<file path="src/rtl/cpu_pkg.sv">
// Shared CPU types and constants used by the IF stage, IF/ID register and hazard unit.
package cpu_pkg;

    localparam int unsigned XLEN = 32;
    localparam logic [XLEN-1:0] PC_INCR  = 32'd4;
    localparam logic [XLEN-1:0] NOP_INST = 32'h0000_0000;

    typedef enum logic [1:0] {
        FETCH,
        WAIT,
        DRAIN,
        HOLD
    } fetch_state_t;

    // Payload handed from IF to the IF/ID register
    typedef struct packed {
        logic [XLEN-1:0] added_pc;
        logic [XLEN-1:0] inst;
    } if_id_t;

    function automatic logic [XLEN-1:0] pc_next(input logic [XLEN-1:0] pc);
        return pc + PC_INCR;
    endfunction

endpackage

</file>
<file path="src/rtl/instr_fetch.sv">
// IF stage: owns the PC, fetches over a req/ack handshake with one request outstanding,
// applies stalls and branch/jump redirects, and drops fetches made stale by a redirect.
module instr_fetch
    import cpu_pkg::*;
#(
    parameter logic [XLEN-1:0] RESET_PC = 32'h0000_0000,
    parameter int unsigned     TIMEOUT  = 16
) (
    input  logic            clk_i,
    input  logic            rst_i,
    input  logic            stall_i,
    input  logic            branch_i,
    input  logic [XLEN-1:0] branch_target_i,
    input  logic            jump_i,
    input  logic [XLEN-1:0] jump_target_i,
    output logic            imem_req_o,
    output logic [XLEN-1:0] imem_addr_o,
    input  logic            imem_ack_i,
    input  logic [XLEN-1:0] imem_data_i,
    output logic [XLEN-1:0] addedPC_o,
    output logic [XLEN-1:0] inst_o,
    output logic            valid_o,
    output logic            err_o
);

    localparam int unsigned TMO_W = $clog2(TIMEOUT + 1);
    localparam logic [TMO_W-1:0] TMO_MAX = TMO_W'(TIMEOUT);

    fetch_state_t    state_q, state_d;
    logic [XLEN-1:0] pc_q, pc_d;
    logic            req_q, req_d;
    logic [XLEN-1:0] addr_q, addr_d;
    if_id_t          out_q, out_d;
    logic            valid_q, valid_d;
    if_id_t          buf_q, buf_d;
    logic [TMO_W-1:0] tmo_q, tmo_d;
    logic            err_q, err_d;

    logic            redirect;
    logic [XLEN-1:0] target;
    logic            ack;
    if_id_t          fetched;

    // Next-state, PC, bus and output-register logic
    always_comb begin
        redirect = branch_i | jump_i;
        target   = branch_i ? branch_target_i : jump_target_i;
        ack      = req_q & imem_ack_i;
        fetched.added_pc = pc_next(addr_q);
        fetched.inst     = imem_data_i;

        state_d = state_q;
        pc_d    = pc_q;
        req_d   = req_q;
        addr_d  = addr_q;
        out_d   = out_q;
        buf_d   = buf_q;
        // Unstalled cycles without a new instruction present a bubble
        valid_d = stall_i ? valid_q : 1'b0;

        case (state_q)
            FETCH, WAIT: begin
                if (redirect) begin
                    out_d   = '{added_pc: '0, inst: NOP_INST};
                    valid_d = 1'b0;
                    buf_d   = '0;
                    pc_d    = target;
                    if (req_q && !imem_ack_i) begin
                        state_d = DRAIN;
                    end else begin
                        req_d   = 1'b1;
                        addr_d  = target;
                        state_d = FETCH;
                    end
                end else if (ack) begin
                    pc_d = fetched.added_pc;
                    if (stall_i) begin
                        buf_d   = fetched;
                        req_d   = 1'b0;
                        state_d = HOLD;
                    end else begin
                        out_d   = fetched;
                        valid_d = 1'b1;
                        req_d   = 1'b1;
                        addr_d  = fetched.added_pc;
                        state_d = FETCH;
                    end
                end else if (req_q) begin
                    state_d = WAIT;
                end else if (!stall_i) begin
                    req_d   = 1'b1;
                    addr_d  = pc_q;
                    state_d = FETCH;
                end
            end
            DRAIN: begin
                if (redirect) begin
                    out_d   = '{added_pc: '0, inst: NOP_INST};
                    valid_d = 1'b0;
                    buf_d   = '0;
                    pc_d    = target;
                end
                // Stale word is dropped; the bus is only released once it has been acked
                if (ack) begin
                    state_d = FETCH;
                    if (redirect || !stall_i) begin
                        req_d  = 1'b1;
                        addr_d = redirect ? target : pc_q;
                    end else begin
                        req_d = 1'b0;
                    end
                end
            end
            HOLD: begin
                if (redirect) begin
                    out_d   = '{added_pc: '0, inst: NOP_INST};
                    valid_d = 1'b0;
                    buf_d   = '0;
                    pc_d    = target;
                    req_d   = 1'b1;
                    addr_d  = target;
                    state_d = FETCH;
                end else if (!stall_i) begin
                    out_d   = buf_q;
                    valid_d = 1'b1;
                    buf_d   = '0;
                    req_d   = 1'b1;
                    addr_d  = pc_q;
                    state_d = FETCH;
                end
            end
            default: begin
                state_d = FETCH;
            end
        endcase

        tmo_d = tmo_q;
        if (ack) begin
            tmo_d = '0;
        end else if (req_q && (tmo_q != TMO_MAX)) begin
            tmo_d = tmo_q + TMO_W'(1);
        end
        err_d = err_q | (tmo_d == TMO_MAX);
    end

    // State and register update
    always_ff @(posedge clk_i) begin
        if (rst_i) begin
            state_q <= FETCH;
            pc_q    <= RESET_PC;
            req_q   <= 1'b0;
            addr_q  <= RESET_PC;
            out_q   <= '0;
            valid_q <= 1'b0;
            buf_q   <= '0;
            tmo_q   <= '0;
            err_q   <= 1'b0;
        end else begin
            state_q <= state_d;
            pc_q    <= pc_d;
            req_q   <= req_d;
            addr_q  <= addr_d;
            out_q   <= out_d;
            valid_q <= valid_d;
            buf_q   <= buf_d;
            tmo_q   <= tmo_d;
            err_q   <= err_d;
        end
    end

    assign imem_req_o  = req_q;
    assign imem_addr_o = addr_q;
    assign addedPC_o   = out_q.added_pc;
    assign inst_o      = out_q.inst;
    assign valid_o     = valid_q;
    assign err_o       = err_q;

endmodule

</file>
<file path="config.mk">
export PLATFORM = sky130hd
export DESIGN_NAME = instr_fetch
export DESIGN_NICKNAME = d
export VERILOG_FILES = /design/src/rtl/cpu_pkg.sv /design/src/rtl/instr_fetch.sv
export SDC_FILE = /design/constraint.sdc
export NUM_CORES = 1
export LEC_CHECK = 0
export CORE_ASPECT_RATIO = 1.5
export CORE_MARGIN = 2
export CORE_UTILIZATION = 60
export DETAILED_ROUTE_END_ITERATION = 12
export DONT_BUFFER_PORTS = 1
export HOLD_SLACK_MARGIN = 0.12
export PLACE_DENSITY = 0.76
export SYNTH_ARGS = -nofsm -noshare
export SYNTH_HDL_FRONTEND = slang
export SYNTH_SLANG_ARGS = --single-unit
</file>
<file path="constraint.sdc">
create_clock -name clk_i -period 2.8 [get_ports clk_i]
set_clock_uncertainty 0.2 [all_clocks]
set_input_delay 0 -clock clk_i [delete_from_list [all_inputs] [get_ports clk_i]]
set_output_delay 0 -clock clk_i [all_outputs]
set_load 0.02 [all_outputs]
</file>
==> flow_metrics.env <==
export IMPL_ys_flop_type="dfxtp_1"
export IMPL_worstPathRequired_ns=2.99
export IMPL_cts_max_level=1
export IMPL_routabilityCongestion=1.03
export IMPL_track_usage_pct=39.2
export IMPL_grt_pass1_wl_mm=58.6
export IMPL_clkSinkCount=202
export IMPL_synthMuxAreaShare_pct=1.78
export IMPL_vias_per_cell=6.95
export IMPL_synthAdderAreaFrac_pct=0.361
export IMPL_synth_compound_area_share_pct=30.2
export IMPL_final_area_um2=12600
export IMPL_instances_no_fill=1635
export IMPL_cts_buffers=21
export IMPL_syn_inst=1347
export IMPL_synth_top_family_by_area="compound AO/OA/AOI/OAI gates"
export IMPL_max_slew_worst_pin_slew_ns=1.28
export IMPL_synth_xor_area_share_pct=1.01
export IMPL_final_common_cell="dfxtp_1"
export IMPL_cp_arrival_ns=2.93
export IMPL_synth_distinct_cells=73
export IMPL_path_class="register to register"
export IMPL_finalHoldWorstSlack_ns=-0.620
export IMPL_nNetsFinal=1516
export IMPL_antenna_found_initial=0
export IMPL_synth_warnings=0
export IMPL_crit_path_start_kind="register"
export IMPL_io_pins=201
export IMPL_finalHoldViolCount=157
export IMPL_wire_per_inst_um=23.2
export IMPL_cts_tree="built"
export IMPL_rsz0062_at_grt="false"
export IMPL_fillerInstances=1366
export IMPL_vdd_drop_max_mv=0.515
export IMPL_grt_pass1_vias=10900
export IMPL_routed_wl_mm=38.0
export IMPL_dieHeight_um=165
export IMPL_cts_root_buf="clkbuf_16"
export IMPL_dp_hpwl_mm=23.8
export IMPL_setup_viol=0
export IMPL_io_buffers=0
export IMPL_clock_path_buffers=3
export IMPL_dp_slack_ns=0.106
export IMPL_finalSetupTns_ns=0
export IMPL_grt_overflow_total=0
export IMPL_violations="hold timing"
export IMPL_seqCellArea_um2=4050
export IMPL_max_freq_mhz=365
export IMPL_num_vias=11400
export IMPL_yosysSeqAreaShare_pct=38.9
export IMPL_clkTransAtPathRegs_ns=0.07
export IMPL_slew_viol_final=0
export IMPL_final_cell_mix="dfxtp_1 (197), nand2_1 (133), a21oi_1 (130), nor2_1 (113)"
export IMPL_n_antenna_cell=0
export IMPL_synth_nets=1452
export IMPL_rows=59
export IMPL_placed_cells=1504
export IMPL_ys_seq_elements=202
export IMPL_clk_latency_ns=0.50
export IMPL_synthSimpleGateAreaFrac_pct=21.7
export IMPL_slew_headroom_pct=14.7
export IMPL_hold_path_class="primary input to register"
export IMPL_synth_edff_count=0
export IMPL_grt_max_degree=168
export IMPL_async_flop_share_pct=0
export IMPL_crit_fanout=16
export IMPL_worst_slack_ns=0.0598
export IMPL_avgSynthCellArea_um2=7.72
export IMPL_multi_input_area_um2=5830
export IMPL_drt_initial_drc_count=1247
export IMPL_p_leak_uw=0.00457
export IMPL_drive_gt1_share_pct=10.9
export IMPL_drv_cap=0
export IMPL_end_kind="register"
export IMPL_die_w_um=112
export IMPL_drc=0
export IMPL_power_density_nw_per_um2=587
export IMPL_syn_to_final_growth_pct=20.9
export IMPL_dieArea_um2=18400
export IMPL_syn_area_um2=10400
export IMPL_dpl_instance_area_um2=10900
export IMPL_drt_pre_antenna_iters=8
export IMPL_fin_crit_ns=2.74
export IMPL_core_area_um2=17200
export IMPL_outcome="complete, but fails checks"
export IMPL_ant_nets=0
export IMPL_initial_core_util_pct=60.5
export IMPL_finalCritPeriodShare_pct=97.9
[cells in the mapped netlist, drive strengths merged (4+ instances only)]
library cell	n	area (um2)
nor4	11	75.1
mux2	4	45.0
a311oi	15	131
o211ai	4	30.0
mux2i	14	140
o21a	9	67.6
o22ai	6	37.5
nand2	134	505
and2	5	31.3
nand3	68	353
nor3	70	350
a221oi	50	438
a21boi	5	37.5
and4	4	36.3
a21oi	131	656
and3	4	25.0
or4	10	78.8
a22o	18	158
nor2	117	439
xnor2	5	43.8
nor2b	8	50.1
a22oi	20	150
a211oi	34	255
nand4	14	87.6
nand3b	4	30.0
buf	21	92.6
o31ai	19	143
a221o	6	60.1
o21ai	94	470
nand2b	10	62.6
inv	21	78.8
a31oi	15	93.8
or3	8	50.1
xor2	7	61.3
dfxtp	202	4040
o31a	7	61.3
clkbuf	121	454
o211a	5	50.1
[power breakdown]
group / internal [uW] / total, uW / switching (uW)
clock network: 1480 / 2610 / 1130
logic: 592 / 1470 / 874
registers: 3060 / 3310 / 250
total: 5130 / 7380 / 2260
[worst max-delay path: stages, from the launching register on]
cell           delay [ns]
dfxtp_2              0.43
or3_1                0.46
buf_4                0.24
nor2_2               0.27
a222oi_1             0.13
dlygate4sd3_1        0.62
a31oi_1              0.27
[logic make-up after synthesis]
kind of cell | count (synthesis)
xor gates and xnor gates | 12
AOI/OAI and AO/OA | 471
muxes | 18
and+or+nand+nor | 478
DFF | 202
buffers and inverters | 163
adders and majority gates | 3
[path summary, 6_finish.rpt]
| path | end | startpoint | depth (start not counted) | slack, ns |
|---|---|---|---|---|
| min | imem_addr_o[17] | rst_i | 1 | -0.62 |
| max | imem_addr_o[5] | state_q[1] | 6 | 0.06 |
| max reg2reg | imem_addr_o[5] | state_q[1] | 6 | 0.06 |
| min reg2reg | buf_q[5] | buf_q[5] | 2 | 0.25 |
[what timing repair did]
action,4_1_cts,5_1_grt
endpoints found under the setup margin,0,24
hold buffers,90,7
gates resized for setup,0,17
buffers inserted,0,0
endpoints found under the hold margin,202,174
[metrics by stage]
stage / utilization (%) / hold WS, ns / power (uW)
3_3_place_gp: 63.4 / -0.111 / 4570
4_1_cts: 72.4 / -0.620 / 7320
5_1_grt: 73.1 / -0.623 / 7620
6_report: 73.1 / -0.620 / 7380
2_1_floorplan: - / -0.0481 / 4190
3_5_place_dp: 63.4 / -0.108 / 4590
[metal layers]
metal | up-vias | part of all wire, % | track usage, %
li1 | 5117 | - | -
met1 | 5221 | 36 | 46.7
met2 | 804 | 46 | 63.6
met3 | 229 | 11 | 10.9
met4 | 0 | 6.7 | 22.8
met5 | - | 0 | 0
[final cells by class]
type | count | share of cell area (%)
repair buffers | 183 | 13.7
flip-flops and latches | 202 | 32.2
well taps | 213 | 2.12
clock buffers | 29 | 4.74
multi-input cells | 982 | 46.3
clock inverters | 5 | 0.249
inverters | 21 | 0.627
[registers in the layout, indices dropped and copies added, names as in the netlist]
signal and flops:
inst_o 32, tmo_q 5, buf_q 64, err_o 1, addedPC_o 32, valid_o 1, state_q 2, imem_req_o 1
pc_q 32, imem_addr_o 32
Power figures use the tool's default switching activity.
